==> src/rtl/filter_ctrl_pkg.sv <==
`default_nettype none
// ============================================================================
// Module  : filter_ctrl_pkg
// Purpose : Shared types for the luma filter sequencing controller.
// Revision: 1.0 - initial release
// ============================================================================
package filter_ctrl_pkg;

  // Controller phases: clear filter state, feed blank to settle, then run.
  typedef enum logic [1:0] {
    CLEAR = 2'd0,
    PRIME = 2'd1,
    RUN   = 2'd2
  } state_t;

  // Coefficient bank / video standard encoding.
  typedef enum logic [0:0] {
    STD_PAL  = 1'b0,
    STD_NTSC = 1'b1
  } std_t;

  // Width of the priming counter (PRIME_CYCLES up to 255).
  localparam int c_PRIME_CNT_W = 8;

endpackage
`default_nettype wire

==> src/rtl/sync_delay_line.sv <==
`default_nettype none
// ============================================================================
// Module  : sync_delay_line
// Purpose : Fixed-depth shift-register delay with a loadable reset value.
// Revision: 1.0 - initial release
// ============================================================================
module sync_delay_line #(
  parameter int WIDTH = 8,
  parameter int DEPTH = 4
) (
  input  logic             clk,
  input  logic             rst_n,
  input  logic [WIDTH-1:0] rst_val,
  input  logic [WIDTH-1:0] din,
  output logic [WIDTH-1:0] dout
);

  logic [WIDTH-1:0] r_stage [DEPTH];

  // Shift one stage per clock; reset flushes every stage to rst_val.
  always_ff @(posedge clk) begin
    if (!rst_n) begin
      for (int i = 0; i < DEPTH; i++) r_stage[i] <= rst_val;
    end else begin
      r_stage[0] <= din;
      for (int i = 1; i < DEPTH; i++) r_stage[i] <= r_stage[i-1];
    end
  end

  assign dout = r_stage[DEPTH-1];

endmodule
`default_nettype wire

==> src/rtl/filter_luma_ctrl.sv <==
`default_nettype none
// ============================================================================
// Module  : filter_luma_ctrl
// Purpose : Sequencer around the luma lowpass biquad: clears and primes the
//           filter, switches PAL/NTSC coefficients on frame boundaries,
//           blanks outside active video and keeps a latency-matched bypass.
// Revision: 1.0 - initial release
// ============================================================================
module filter_luma_ctrl
  import filter_ctrl_pkg::*;
#(
  parameter int         FILTER_LATENCY = 3,
  parameter int         PRIME_CYCLES   = 16,
  parameter logic [7:0] BLANK_LEVEL    = 8'd0
) (
  input  logic       clk,
  input  logic       rst_n,
  input  logic       std_req,
  input  logic       filter_en,
  input  logic       newframe,
  input  logic       active,
  input  logic [7:0] luma_in,
  output logic [7:0] filt_in,
  output logic       filt_clear,
  output logic       coeff_sel,
  input  logic [7:0] filt_out,
  output logic [7:0] luma_out,
  output logic       busy
);

  // Bypass/active delay matches filt_in register plus filter pipeline.
  localparam int                       c_DLY_DEPTH  = FILTER_LATENCY + 1;
  localparam logic [c_PRIME_CNT_W-1:0] c_PRIME_LAST = c_PRIME_CNT_W'(PRIME_CYCLES - 1);
  localparam logic [3:0]               c_WARM_LAST  = 4'(FILTER_LATENCY + 1);

  state_t                   r_state;
  state_t                   w_state_nxt;
  logic [c_PRIME_CNT_W-1:0] r_prime_cnt;
  logic [c_PRIME_CNT_W-1:0] w_prime_cnt_nxt;
  std_t                     r_std_req;
  std_t                     r_coeff_sel;
  logic                     r_pending;
  logic [3:0]               r_warm_cnt;
  logic [7:0]               r_filt_in;
  logic [7:0]               r_luma_out;
  logic [7:0]               w_dly_luma;
  logic                     w_dly_active;
  logic                     w_warmup;

  // Request register runs through reset so the first CLEAR sees the live request.
  always_ff @(posedge clk) begin
    r_std_req <= std_t'(std_req);
  end

  // FSM state and priming counter.
  always_ff @(posedge clk) begin
    if (!rst_n) begin
      r_state     <= CLEAR;
      r_prime_cnt <= '0;
    end else begin
      r_state     <= w_state_nxt;
      r_prime_cnt <= w_prime_cnt_nxt;
    end
  end

  // Next-state logic plus state-decoded strobes.
  always_comb begin
    w_state_nxt     = r_state;
    w_prime_cnt_nxt = r_prime_cnt;
    filt_clear      = 1'b0;
    busy            = 1'b1;
    case (r_state)
      CLEAR: begin
        filt_clear      = 1'b1;
        w_state_nxt     = PRIME;
        w_prime_cnt_nxt = '0;
      end
      PRIME: begin
        w_prime_cnt_nxt = r_prime_cnt + 1'b1;
        if (r_prime_cnt == c_PRIME_LAST) w_state_nxt = RUN;
      end
      RUN: begin
        busy = 1'b0;
        if (newframe && r_pending) w_state_nxt = CLEAR;
      end
      default: w_state_nxt = CLEAR;
    endcase
  end

  // Bank loads only while clearing; pending tracks the live mismatch each cycle.
  always_ff @(posedge clk) begin
    if (!rst_n) begin
      r_coeff_sel <= STD_PAL;
      r_pending   <= 1'b0;
    end else if (r_state == CLEAR) begin
      r_coeff_sel <= r_std_req;
      r_pending   <= 1'b0;
    end else begin
      r_pending   <= (r_std_req != r_coeff_sel);
    end
  end

  // Filter input: live samples only in active video while running.
  always_ff @(posedge clk) begin
    if (!rst_n)                        r_filt_in <= BLANK_LEVEL;
    else if (r_state == RUN && active) r_filt_in <= luma_in;
    else                               r_filt_in <= BLANK_LEVEL;
  end

  // Counts RUN cycles until the first post-prime sample reaches filt_out.
  always_ff @(posedge clk) begin
    if (!rst_n)                       r_warm_cnt <= '0;
    else if (r_state != RUN)          r_warm_cnt <= '0;
    else if (r_warm_cnt != c_WARM_LAST) r_warm_cnt <= r_warm_cnt + 4'd1;
  end

  assign w_warmup = (r_state == PRIME) || ((r_state == RUN) && (r_warm_cnt != c_WARM_LAST));

  sync_delay_line #(.WIDTH(8), .DEPTH(c_DLY_DEPTH)) u_dly_luma (
    .clk     (clk),
    .rst_n   (rst_n),
    .rst_val (BLANK_LEVEL),
    .din     (luma_in),
    .dout    (w_dly_luma)
  );

  sync_delay_line #(.WIDTH(1), .DEPTH(c_DLY_DEPTH)) u_dly_active (
    .clk     (clk),
    .rst_n   (rst_n),
    .rst_val (1'b0),
    .din     (active),
    .dout    (w_dly_active)
  );

  // Output select: blank outside active, bypass while warming or disabled.
  always_ff @(posedge clk) begin
    if (!rst_n)                      r_luma_out <= BLANK_LEVEL;
    else if (!w_dly_active)          r_luma_out <= BLANK_LEVEL;
    else if (w_warmup || !filter_en) r_luma_out <= w_dly_luma;
    else                             r_luma_out <= filt_out;
  end

  assign filt_in   = r_filt_in;
  assign luma_out  = r_luma_out;
  assign coeff_sel = r_coeff_sel;

endmodule
`default_nettype wire

==> config.mk <==
export PLATFORM = sky130hd
export DESIGN_NAME = filter_luma_ctrl
export DESIGN_NICKNAME = d
export VERILOG_FILES = /design/src/rtl/filter_ctrl_pkg.sv /design/src/rtl/sync_delay_line.sv /design/src/rtl/filter_luma_ctrl.sv
export SDC_FILE = /design/constraint.sdc
export NUM_CORES = 1
export LEC_CHECK = 0
export ABC_AREA = 1
export CELL_PAD_IN_SITES_DETAIL_PLACEMENT = 0
export CELL_PAD_IN_SITES_GLOBAL_PLACEMENT = 2
export CORE_UTILIZATION = 32
export DETAILED_ROUTE_END_ITERATION = 10
export PLACE_DENSITY = 0.89
export SLEW_MARGIN = 20
export SYNTH_ARGS = -nofsm -noshare
export SYNTH_HDL_FRONTEND = slang
export SYNTH_HIERARCHICAL = 1
export SYNTH_SLANG_ARGS = --single-unit
==> constraint.sdc <==
create_clock -name clk -period 1.92 [get_ports clk]
set_input_delay 0.192 -clock clk [delete_from_list [all_inputs] [get_ports clk]]
set_output_delay 0.192 -clock clk [all_outputs]
set_load 0.1 [all_outputs]
=== Word level (Yosys, flattened, before mapping) ===
Memory sizes are Yosys's and may differ from the RTL's.
Cells that the tools add are included.

* Input bits: 22
* Register bits after elaboration: 33
* Bits in writable memories: 36
* Memories: 2
* Word-level logic and storage cells: 59
* Output and inout port bits: 19

{| class="wikitable"
|+ Memory list
! memory !! words !! bits a word !! read ports !! clocked after Yosys merged registers in !! wr ports !! RTL line !! RTL
|-
| u_dly_luma.r_stage || 4 || 8 || 4 || 0 || 4 || sync_delay_line.sv:18 || <nowiki>logic [WIDTH-1:0] r_stage [DEPTH];</nowiki>
|-
| u_dly_active.r_stage || 4 || 1 || 4 || 0 || 4 || sync_delay_line.sv:18 ||
|}

* Multiplexer cells: 17
* Bitwise gates (word level): 9
* Reductions and logical operators: 13
* Add/subtract/negate cells: 2
* Equal/unequal tests: 8

{| class="wikitable"
|+ Operators with widths
! operator !! number
|-
| $mux 8 || 5
|-
| $pmux 8 s2 || 1
|-
| $add 8x1->8 const B || 1
|-
| $eq 8x4->1 const B || 1
|-
| $mux 1 || 8
|-
| $or 1x1->1 || 8
|-
| $ne 2x2->1 const B || 3
|-
| $pmux 2 s3 || 1
|-
| $reduce_and 2->1 || 3
|-
| $add 4x1->4 const B || 1
|-
| $mux 2 || 2
|-
| $ne 4x3->1 const B || 1
|-
| $reduce_or 2->1 || 2
|-
| $logic_and 1x1->1 || 3
|-
| $eq 2x1->1 const B || 1
|-
| $eq 2x2->1 const B || 1
|-
| $logic_not 2->1 || 1
|-
| $logic_or 1x1->1 || 2
|-
| $reduce_bool 2->1 || 1
|-
| $logic_not 1->1 || 1
|-
| $ne 1x1->1 || 1
|-
| $not 1->1 || 1
|}

=== Depth between registers and ports, before layout ===
Gate-level depths: netlist of the first run.

* Depth after elaboration: 5
* Gate-level depth with buffers: 8
* Mapped depth without buffers: 8

=== Modules after synthesis ===
The synthesis of the first run kept the hierarchy.

{| class="wikitable"
|+ Modules (own cells, without submodules)
! module !! cells each !! seq. area each (sq um) !! area an instance (sq um) !! times used
|-
| filter_luma_ctrl || 172 || 660.6 || 1322.5 || 1
|-
| sync_delay_line (u_dly_luma) || 109 || 640.6 || 958.4 || 1
|-
| sync_delay_line (u_dly_active) || 14 || 80.1 || 120.1 || 1
|}

=== Worst setup path after synthesis of the first run ===
No wires, ideal clock.

* Path type: register to register
* Start point: register r_state[0]
* End point: register r_prime_cnt[4]
* Setup slack: -0.343 ns
* Period minus slack after synthesis: 2.263 ns
* Path buffers: 0
* Cell stages (with the launch flop): 6
* Required time: 1.805 ns
* Library setup time: 0.115 ns
* Arrival: 2.148 ns
* Path through: dfxtp_1 > nor2_1 > nor2_2 > inv_2 > nor2_1 > o21a_1

* Cells in the longest elaborated chain, start to end: 2
* Elaborated cells on any way between the ends: 4
* Those cells by class: eq/ne (1); mux (1); reduce/logical (2)

{| class="wikitable"
|+ RTL lines
! element !! RTL line !! RTL
|-
| from (decl) || filter_luma_ctrl.sv:36 || <nowiki>state_t r_state;</nowiki>
|-
| from (signal assigned) || filter_luma_ctrl.sv:61 || <nowiki>r_state <= w_state_nxt;</nowiki>
|-
| $eq 2x1->1 or $logic_not 2->1 (tied branches) || filter_luma_ctrl.sv:72 || <nowiki>case (r_state)</nowiki>
|-
| $pmux 8 s2 or $reduce_bool 2->1 (tied branches) || n/a ||
|-
| to (signal assigned) || filter_luma_ctrl.sv:62 || <nowiki>r_prime_cnt <= w_prime_cnt_nxt;</nowiki>
|-
| to (decl) || filter_luma_ctrl.sv:38 || <nowiki>logic [c_PRIME_CNT_W-1:0] r_prime_cnt;</nowiki>
|}

Several ways; a longest one is shown, not always the timed one.
A chain may end at the register's enable or synchronous reset.

=== Worst setup path after layout of the first run ===
* Start point: register r_state[1]
* End point: output port busy

* Cells in the longest elaborated chain, start to end: 2

{| class="wikitable"
|+ RTL lines
! element !! RTL line !! RTL
|-
| $eq 2x2->1 || filter_luma_ctrl.sv:72 ||
|-
| $mux 1 || filter_luma_ctrl.sv:72 ||
|-
| to (decl) || filter_luma_ctrl.sv:28 || <nowiki>output logic busy</nowiki>
|}

Every way passes these cells.

==> results.toml, run 1 <==
[floorplanning]
die_w_um = 88.62
placement_rows = 31
start_util_pct = 33.10
die_height_um = 88.62
coreArea_sq_mm = 0.007253
ioPinCount = 41
dieArea_sq_mm = 0.007854

[worst_setup_path]
cpMostUsedCell = "inv_2"
max_stage_delay_ns = 0.48
critPathKind = "reg2out"
rr_worst_depth = 7
endpoint_kind = "primary output"
ff2ff_setup_slack_ns = 0.50
crit_required_ns = 1.73
cpMaxStageDelayCell = "dfxtp_1"
reg2reg_from = "r_state[1]"
path_cells = "inv_2, nor2_4, inv_2, buf_12"
worstSetupStartpointType = "flop"
critPathLaunch = "r_state[1]"
worstSetupEndpoint = "busy"
cp_data_arrival_time_ns = 1.37
cp.depth = 4
cpLargestDelayFamily = "flip-flops"
path_buf_inv = 3
r2r_end = "luma_out[7]"
crit_fanout = 9

[routing]
routed_via_density = 3.976
drt_iter0_markers = 79
firstDrtPassIters = 4
finalWirelength_um = 4253
vias = 1809
detail-route-antenna-nets = 0
drcViolationCount = 0
wl_per_cell_um = 9.347

[clock_tree]
cts_tree = "yes"
cts_sinks = 69
cts_hold_buf = 0
clockBufferDepth = 2
h-tree-depth = 3
cts_root_buffer = "clkbuf_8"
clk_latency_ns = 0.33
cts_resized = 0
clk_pin_slew_ns = 0.08
postCtsSetupBuffers = 0
cts_made_buffers = 9

[synth]
syn_inst = 295
yosysTopAreaCell = "dfxtp_1"
ys_top_cells_by_area = "dfxtp_1 (58%), nand2_1 (17%), nor2_1 (6.3%)"
yosysUniqueCellTypes = 24
yosysTopAreaCellShare_pct = 57.53
postSynthAreaPerCell_sq_um = 8.139
yosysSeqAreaShare_pct = 57.53
synth_warnings = 6
netlist_area_sq_mm = 0.002401
ys_ff_latch = 69

[timing]
hold_slack_ns = 0.3195
post-route-period-util_pct = 81.57
fin_worst_skew_ns = 0.01111
grt_setup_unrepaired = "false"
period_minus_slack_ns = 1.566
maxSlewViolCount = 0
setup_viol = 0
setup_tns_ns = 0
clock.fmax_ghz = 0.6385
hold_violations = 0

[placement]
dpl.hpwl_um = 2984
portBuffers = 40
gp_congestion = 0.7293

[hold_path]
hold_start = "std_req"
hold_class = "in2reg"

[global_route]
antenna_found_initial = 0
overflow = 0
grt_usage_pct = 12.34
grt_max_degree = 39
grt_pass1_wl_um = 7210
grt_pass1_vias = 1571

[job]
max_cap_viol_count = 0

[cells_and_area]
drive_above_1_share_pct = 14.61
n_antenna_cell = 0
fin_nets = 376
area_growth_pct = 29.65
post-route-util_pct = 42.92

[power_and_ir_drop]
peakVddDrop_mv = 0.5707
leakagePower_nw = 1.481
powerDensity_mw_per_mm2 = 980.2

[run_status]
outcome = "complete, no violations"
-- routing by layer --
metal	GRT usage [%]	routed length, um	vias up
met1	14.96	2105	764
met3	5.784	214	7
met2	19.02	1863	31
met4	4.839	70	0
met5	0	0	-
li1	-	-	1007
-- worst register-to-register path, delay by kind of cell (launching register included) --
kind | cells | cell delay, ns
DFF | 1 | 0.48
and+or+nand+nor | 6 | 0.67
buffers and inverters | 1 | 0.17
-- final cells by class --
class	instances	area [sq um]
Clock buffer	13	168.9
Clock inverter	3	42.54
Fill cell	767	4140
Inverter	26	102.6
Multi-Input combinational cell	204	908.4
Sequential cell	69	1381
Tap cell	99	123.9
Timing Repair Buffer	41	385.4
-- flip-flops by register name, indices dropped and copies added, names as in the netlist --
signal and cells:
r_state 2, u_dly_active/r_stage 4, r_pending 1, luma_out 8, filt_in 8, r_std_req 1
coeff_sel 1, r_warm_cnt 4, r_prime_cnt 8, u_dly_luma/r_stage 32
-- where the power goes --
group	switching [mW]	leakage [nW]	internal (mW)	total (mW)
combinational	0.188	0.804	0.106	0.294
clock	0.511	0.106	0.705	1.22
sequential	0.0265	0.572	1.52	1.54
total	0.725	1.48	2.33	3.05
-- per-stage QoR --
step	setup WS (ns)	instance area, sq um	cells	power [mW]
5_1_grt	0.2683	3113	455	3.212
3_3_place_gp	0.4121	2902	439	1.864
6_report	0.3538	3113	455	3.051
2_1_floorplan	0.1781	2434	303	1.779
4_1_cts	0.3231	3113	455	3.096
3_5_place_dp	0.3762	2902	439	1.868
-- kinds of logic (layout without fill, tap and decap cells) --
group / Yosys count / after routing / share of synthesized area (%)
xor+xnor: 4 / 4 / 1.459
buf+inv: 30 / 83 / 5.993
flops: 69 / 69 / 57.53
compound gates: 18 / 18 / 4.534
simple gates: 170 / 170 / 28.76
other cells: 1 / 9 / 0.1562
fa+ha+maj: 3 / 3 / 1.563
-- how the worst min path moves through the flow --
stage	endpoint	slack (ns)	cells after the start
3_3_place_gp	u_dly_active/r_stage[1]	0.41	2
2_1_floorplan	r_std_req	0.22	0
6_report	r_std_req	0.32	1
5_1_grt	r_std_req	0.31	1
3_5_place_dp	u_dly_luma/r_stage[2][3]	0.41	2
4_1_cts	r_std_req	0.30	1
-- cell usage after synthesis --
master and instances:
buf_4 1, nand3b_1 4, o21ai_1 2, nor2_2 1, xnor2_1 2, xor2_1 2
nand2_1 108, nand4_1 2, dfxtp_1 69, o21a_1 1, nor2_4 1, nand2_2 4
nor2_1 40, a211oi_1 1, a21oi_1 13, inv_4 2, ha_1 3, inv_2 7
a21boi_4 1, nor3_1 2, nand3_1 8, conb_1 1, buf_6 3, inv_1 17
-- cells in the final DEF, fill, tap and decap left out --
master	instances
clkbuf_1	1
a21boi_4	1
nand3_1	8
nor2_2	2
a211oi_1	1
conb_1	9
inv_1	17
buf_12	2
clkdlybuf4s50_1	21
clkbuf_8	12
o21ai_1	2
buf_4	18
bufinv_16	1
ha_1	3
a21oi_1	13
clkinvlp_4	1
inv_2	7
xor2_1	2
nor2_4	1
dfxtp_1	69
o21a_1	1
nand2_1	108
nand2_2	4
inv_4	2
xnor2_1	2
nor2_1	39
nand3b_1	4
nand4_1	2
nor3_1	2
clkinv_2	1
No activity file was read; power rests on OpenSTA's default activity.
==> run 2: changes to the inputs <==
Settings changed: CORE_UTILIZATION 32 to 27, PLACE_DENSITY 0.89 to 0.8.
Clock period 1.92 ns to 1.3 ns, I/O delays scaled along.
==> run 2 against run 1 <==
Against the previous run:
- via count increased by 4.7%
- count of clock-buffer cells in the layout decreased by 2
- die area increased by 18%
- largest power group unchanged
- highest routed layer unchanged
==> results.toml, run 2 (synthesis results as in run 1) <==
[power_and_ir_drop]
p_total_mw = 4.528
leakagePower_nw = 1.623
peakVddDrop_mv = 0.6065
powerDensity_mw_per_mm2 = 1289

[routing]
routed_via_density = 3.938
drcViolationCount = 0
firstDrtPassIters = 4
wl_per_cell_um = 9.549
vias = 1894
finalWirelength_um = 4593
detail-route-antenna-nets = 0
drt_iter0_markers = 31

[hold_path]
hold_class = "in2reg"

[clock_tree]
cts_tree = "yes"
cts_hold_buf = 0
h-tree-depth = 3
clk_pin_slew_ns = 0.07
cts_made_buffers = 9
clk_latency_ns = 0.34
cts_root_buffer = "clkbuf_8"
clockBufferDepth = 2
cts_sinks = 69

[cells_and_area]
final_common_cell = "nand2_1"
area_growth_pct = 46.27
largest_reg_flops = 32
largest-register = "u_dly_luma/r_stage"
post-route-util_pct = 40.47
n_antenna_cell = 0
mostFrequentLayoutCells = "nand2_1 (108), dfxtp_1 (65), nor2_1 (38)"
drive_above_1_share_pct = 20.11
multi_input_area_sq_um = 935.9
layout.cells.non_filler = 481
fin_nets = 393
seq_area_sq_mm = 0.001386
final_area_sq_mm = 0.003512
fill_cells = 922

[worst_setup_path]
reg2reg_from = "r_warm_cnt[0]"
worstSetupStartpointType = "flop"
cp_data_arrival_time_ns = 1.11
crit_required_ns = 1.17
worstSetupEndpoint = "filt_clear"
ff2ff_setup_slack_ns = 0.11
crit_fanout = 5
critPathLaunch = "r_state[1]"
critPathKind = "reg2out"
rr_worst_depth = 8
r2r_end = "luma_out[6]"
endpoint_kind = "primary output"

[floorplanning]
coreArea_sq_mm = 0.008678
dieArea_sq_mm = 0.009274
die_w_um = 96.30
die_height_um = 96.30
ioPinCount = 41
start_util_pct = 27.67
placement_rows = 34

[global_route]
grt_pass1_vias = 1756
antenna_found_initial = 0
grt_max_degree = 22
overflow = 0
grt_usage_pct = 11.40
grt_pass1_wl_um = 7921

[timing]
fin_worst_skew_ns = 0.008819
period_minus_slack_ns = 1.244
maxSlewViolCount = 0
post-route-period-util_pct = 95.70
setup_ws_ns = 0.05585
grt_setup_unrepaired = "false"
clock.fmax_ghz = 0.8038
hold_violations = 0
setup_viol = 0

[placement]
gp_congestion = 0.7212
dp_worst_setup_slack_ns = -0.04082
dpl.hpwl_um = 3365
portBuffers = 40
place_area_sq_mm = 0.003268
place_inst = 462

[run_status]
outcome = "complete, no violations"

[job]
max_cap_viol_count = 0
[run 2: changes by cell type in the layout (fill, tap and decap cells not counted), sizes merged]
cell	delta
clkinv	+2
clkbuf	-2
buf	+17
[run 2: worst min path at each step]
stage / from / to / slack (ns) / cells past startpoint
after floorplan: std_req / r_std_req / 0.16 / 0
after global placement: u_dly_luma/r_stage[1][1] / u_dly_luma/r_stage[2][1] / 0.41 / 2
after detailed placement: u_dly_luma/r_stage[0][3] / u_dly_luma/r_stage[1][3] / 0.41 / 2
after CTS: std_req / r_std_req / 0.22 / 1
after global routing: std_req / r_std_req / 0.25 / 1
final: std_req / r_std_req / 0.24 / 1
[run 2: what timing repair did]
action | CTS | global route
resized for setup | 1 | 5
hold endpoints to repair | 0 | 0
setup endpoints to repair | 2 | 9
setup buffers | 3 | 0
pin swaps | 2 | 1
[run 2: cell type report]
type / instances / area share (%)
Inverter: 26 / 2.921
Multi-Input combinational cell: 204 / 26.65
Clock buffer: 11 / 4.026
Tap cell: 108 / 3.848
Sequential cell: 69 / 39.47
Timing Repair Buffer: 58 / 21.38
Clock inverter: 5 / 1.710
[run 2: power by group]
group / leakage (nW) / switching (mW) / total, mW / internal [mW]
Sequential: 0.573 / 0.0484 / 2.29 / 2.24
Combinational: 0.951 / 0.285 / 0.510 / 0.224
Clock: 0.0995 / 0.789 / 1.73 / 0.942
Total: 1.62 / 1.12 / 4.53 / 3.41
[run 2: metrics by stage]
stage	TNS, ns	hold WS (ns)
6_report	0	0.2399
5_1_grt	0	0.2454
4_1_cts	0	0.2224
3_5_place_dp	-0.3155	0.4086
3_3_place_gp	-0.1993	0.4060
2_1_floorplan	-0.01605	0.1577
[run 2: layer usage]
layer / vias up / part of all wire (%) / track usage, %
li1: 1044 / - / -
met4: 0 / 1.2 / 4.779
met3: 6 / 4.9 / 4.660
met2: 30 / 48 / 18.32
met1: 814 / 46 / 13.39
met5: - / 0 / 0
[run 2: worst max-delay path, stage by stage, from the launching register on]
cell and delay [ns]:
dfxtp_2 0.33, buf_4 0.15, nor2_4 0.11, buf_12 0.18
==> run 3: changes to the inputs <==
Settings changed: SETUP_SLACK_MARGIN set to 0.3.
==> run 3 against run 2 <==
Against the previous run:
- combinational power rose by 6.3%
- non-clock buffer count rose by 4
- via count rose by 2.4%
- core utilization rose by 3.7 points
- total power rose by 5.8%
- largest cell class unchanged
- largest power group unchanged
==> results.toml, run 3 (synthesis results as in run 1) <==
[timing]
grt_setup_unrepaired = "true"
clock.fmax_ghz = 0.7913
fin_worst_skew_ns = 0.01365
setup_ws_ns = 0.03622
post-route-period-util_pct = 97.21
hold_violations = 0
period_minus_slack_ns = 1.264
setup_viol = 0
maxSlewViolCount = 0

[cells_and_area]
post-route-util_pct = 44.15
largest_reg_flops = 32
area_growth_pct = 59.56
largest-register = "u_dly_luma/r_stage"
n_antenna_cell = 0
fill_cells = 888
final_common_cell = "nand2_1"
mostFrequentLayoutCells = "nand2_1 (103), dfxtp_1 (46), nor2_1 (26)"
layout.cells.non_filler = 486
fin_nets = 398
drive_above_1_share_pct = 34.13

[power_and_ir_drop]
leakagePower_nw = 1.706
powerDensity_mw_per_mm2 = 1251
combPwrFrac_pct = 11.3
pwr-share-clk_pct = 41.0
p_int_mw = 3.580
seqPwrFrac_pct = 47.7
power.switching_mw = 1.212
swShare_pct = 25.29
peakVddDrop_mv = 0.5101

[routing]
wl_per_cell_um = 10.26
top_layer_used = "met4"
vias = 1940
drcViolationCount = 0
drt_iter0_markers = 62
wl_met3_um = 247
finalWirelength_um = 4984
detail-route-antenna-nets = 0
routed_via_density = 3.992
firstDrtPassIters = 4
wl_met1_um = 2190
dr_wl_met2_um = 2465

[job]
max_cap_viol_count = 0

[worst_setup_path]
endpoint_kind = "primary output"
cpMaxStageDelayCell = "dfxtp_4"
cp_data_arrival_time_ns = 1.13
crit_fanout = 2
worstSetupStartpointType = "flop"
crit_required_ns = 1.17
max_stage_delay_ns = 0.37
critPathKind = "reg2out"
path_cells = "buf_6, nor2_4, buf_12"

[floorplanning]
dieArea_sq_mm = 0.009274
start_util_pct = 27.67
die_height_um = 96.30
coreArea_sq_mm = 0.008678
die_w_um = 96.30
ioPinCount = 41
placement_rows = 34

[clock_tree]
h-tree-depth = 3
cts_sinks = 69
cts_made_buffers = 9
cts_tree = "yes"
cts_root_buffer = "clkbuf_8"
clk_pin_slew_ns = 0.08
cts_hold_buf = 0
clockBufferDepth = 2
clk_latency_ns = 0.34

[placement]
dpl.hpwl_um = 3251
place_inst = 450
dp_worst_setup_slack_ns = -0.02035
gp_congestion = 0.6730
portBuffers = 40

[global_route]
grt_pass1_vias = 1781
grt_pass1_wl_um = 8017
grt_usage_pct = 11.62
overflow = 0
grt_max_degree = 41
antenna_found_initial = 0

[run_status]
outcome = "complete, no violations"

[hold_path]
hold_class = "in2reg"
run 3: cell count changes in the layout (fill, tap and decap cells not counted), moves of 4 or more:
cell	before	now
buf_6	0	7
nor2_1	38	26
a21oi_1	13	9
dfxtp_2	4	19
buf_4	16	12
nand2_1	108	103
dfxtp_4	0	4
inv_4	2	7
nand2_8	0	4
dfxtp_1	65	46
a21oi_2	0	4
nor2_2	1	10
run 3: worst paths after layout:
path | slack, ns | to | from | depth (start not counted)
setup / recovery | 0.04 | filt_clear | r_state[1] | 3
hold reg to reg | 0.43 | u_dly_active/r_stage[1] | u_dly_active/r_stage[0] | 2
hold / removal | 0.12 | coeff_sel | rst_n | 3
setup reg to reg | 0.05 | r_prime_cnt[7] | r_state[1] | 8
run 3: area by class of cell:
class / instances / area, sq um / share of cell area (%)
tap: 108 / 135.1 / 3.527
sequential: 69 / 1420 / 37.07
clock inverter: 7 / 105.1 / 2.743
timing repair buffer: 62 / 814.5 / 21.26
clock buffer: 9 / 123.9 / 3.233
multi-input combinational: 205 / 1112 / 29.03
inverter: 26 / 120.1 / 3.135
run 3: repair_timing:
| action | CTS | global route |
|---|---|---|
| pin swaps | 6 | 19 |
| resized for setup | 14 | 39 |
| cloned | 0 | 1 |
| setup buffers | 8 | 11 |
| endpoints found under the setup margin | 43 | 50 |
run 3: per-stage QoR:
| step | area (sq um) | setup TNS, ns | total power [mW] | hold slack (ns) |
|---|---|---|---|---|
| global placement | 3221 | -0.01712 | 2.818 | 0.4057 |
| floorplan | 2506 | 0 | 2.636 | 0.1577 |
| detailed placement | 3221 | -0.03980 | 2.825 | 0.4102 |
| global route | 3831 | -0.01155 | 5.044 | 0.1140 |
| finish | 3831 | 0 | 4.792 | 0.1249 |
| CTS | 3556 | 0 | 4.867 | 0.07249 |
run 3: power by group through the flow:
stage	Sequential, mW	Combinational (mW)	Clock [mW]
final	2.28	0.542	1.97
after global routing	2.30	0.598	2.15
after CTS	2.29	0.511	2.07
after detailed placement	2.34	0.486	0
after global placement	2.34	0.481	0
after floorplan	2.44	0.196	0
run 3: per-layer routing:
metal  vias up  GRT usage [%]
met5         -              0
met4         0          4.779
met3         8          5.450
met2        31          18.68
met1       836          13.26
li1       1065              -
run 3: worst max-delay path, delay by kind of cell (launching register included):
family	cells	cell delay, ns
flip-flops	1	0.37
buffers and inverters	2	0.30
AND/OR/NAND/NOR	1	0.11
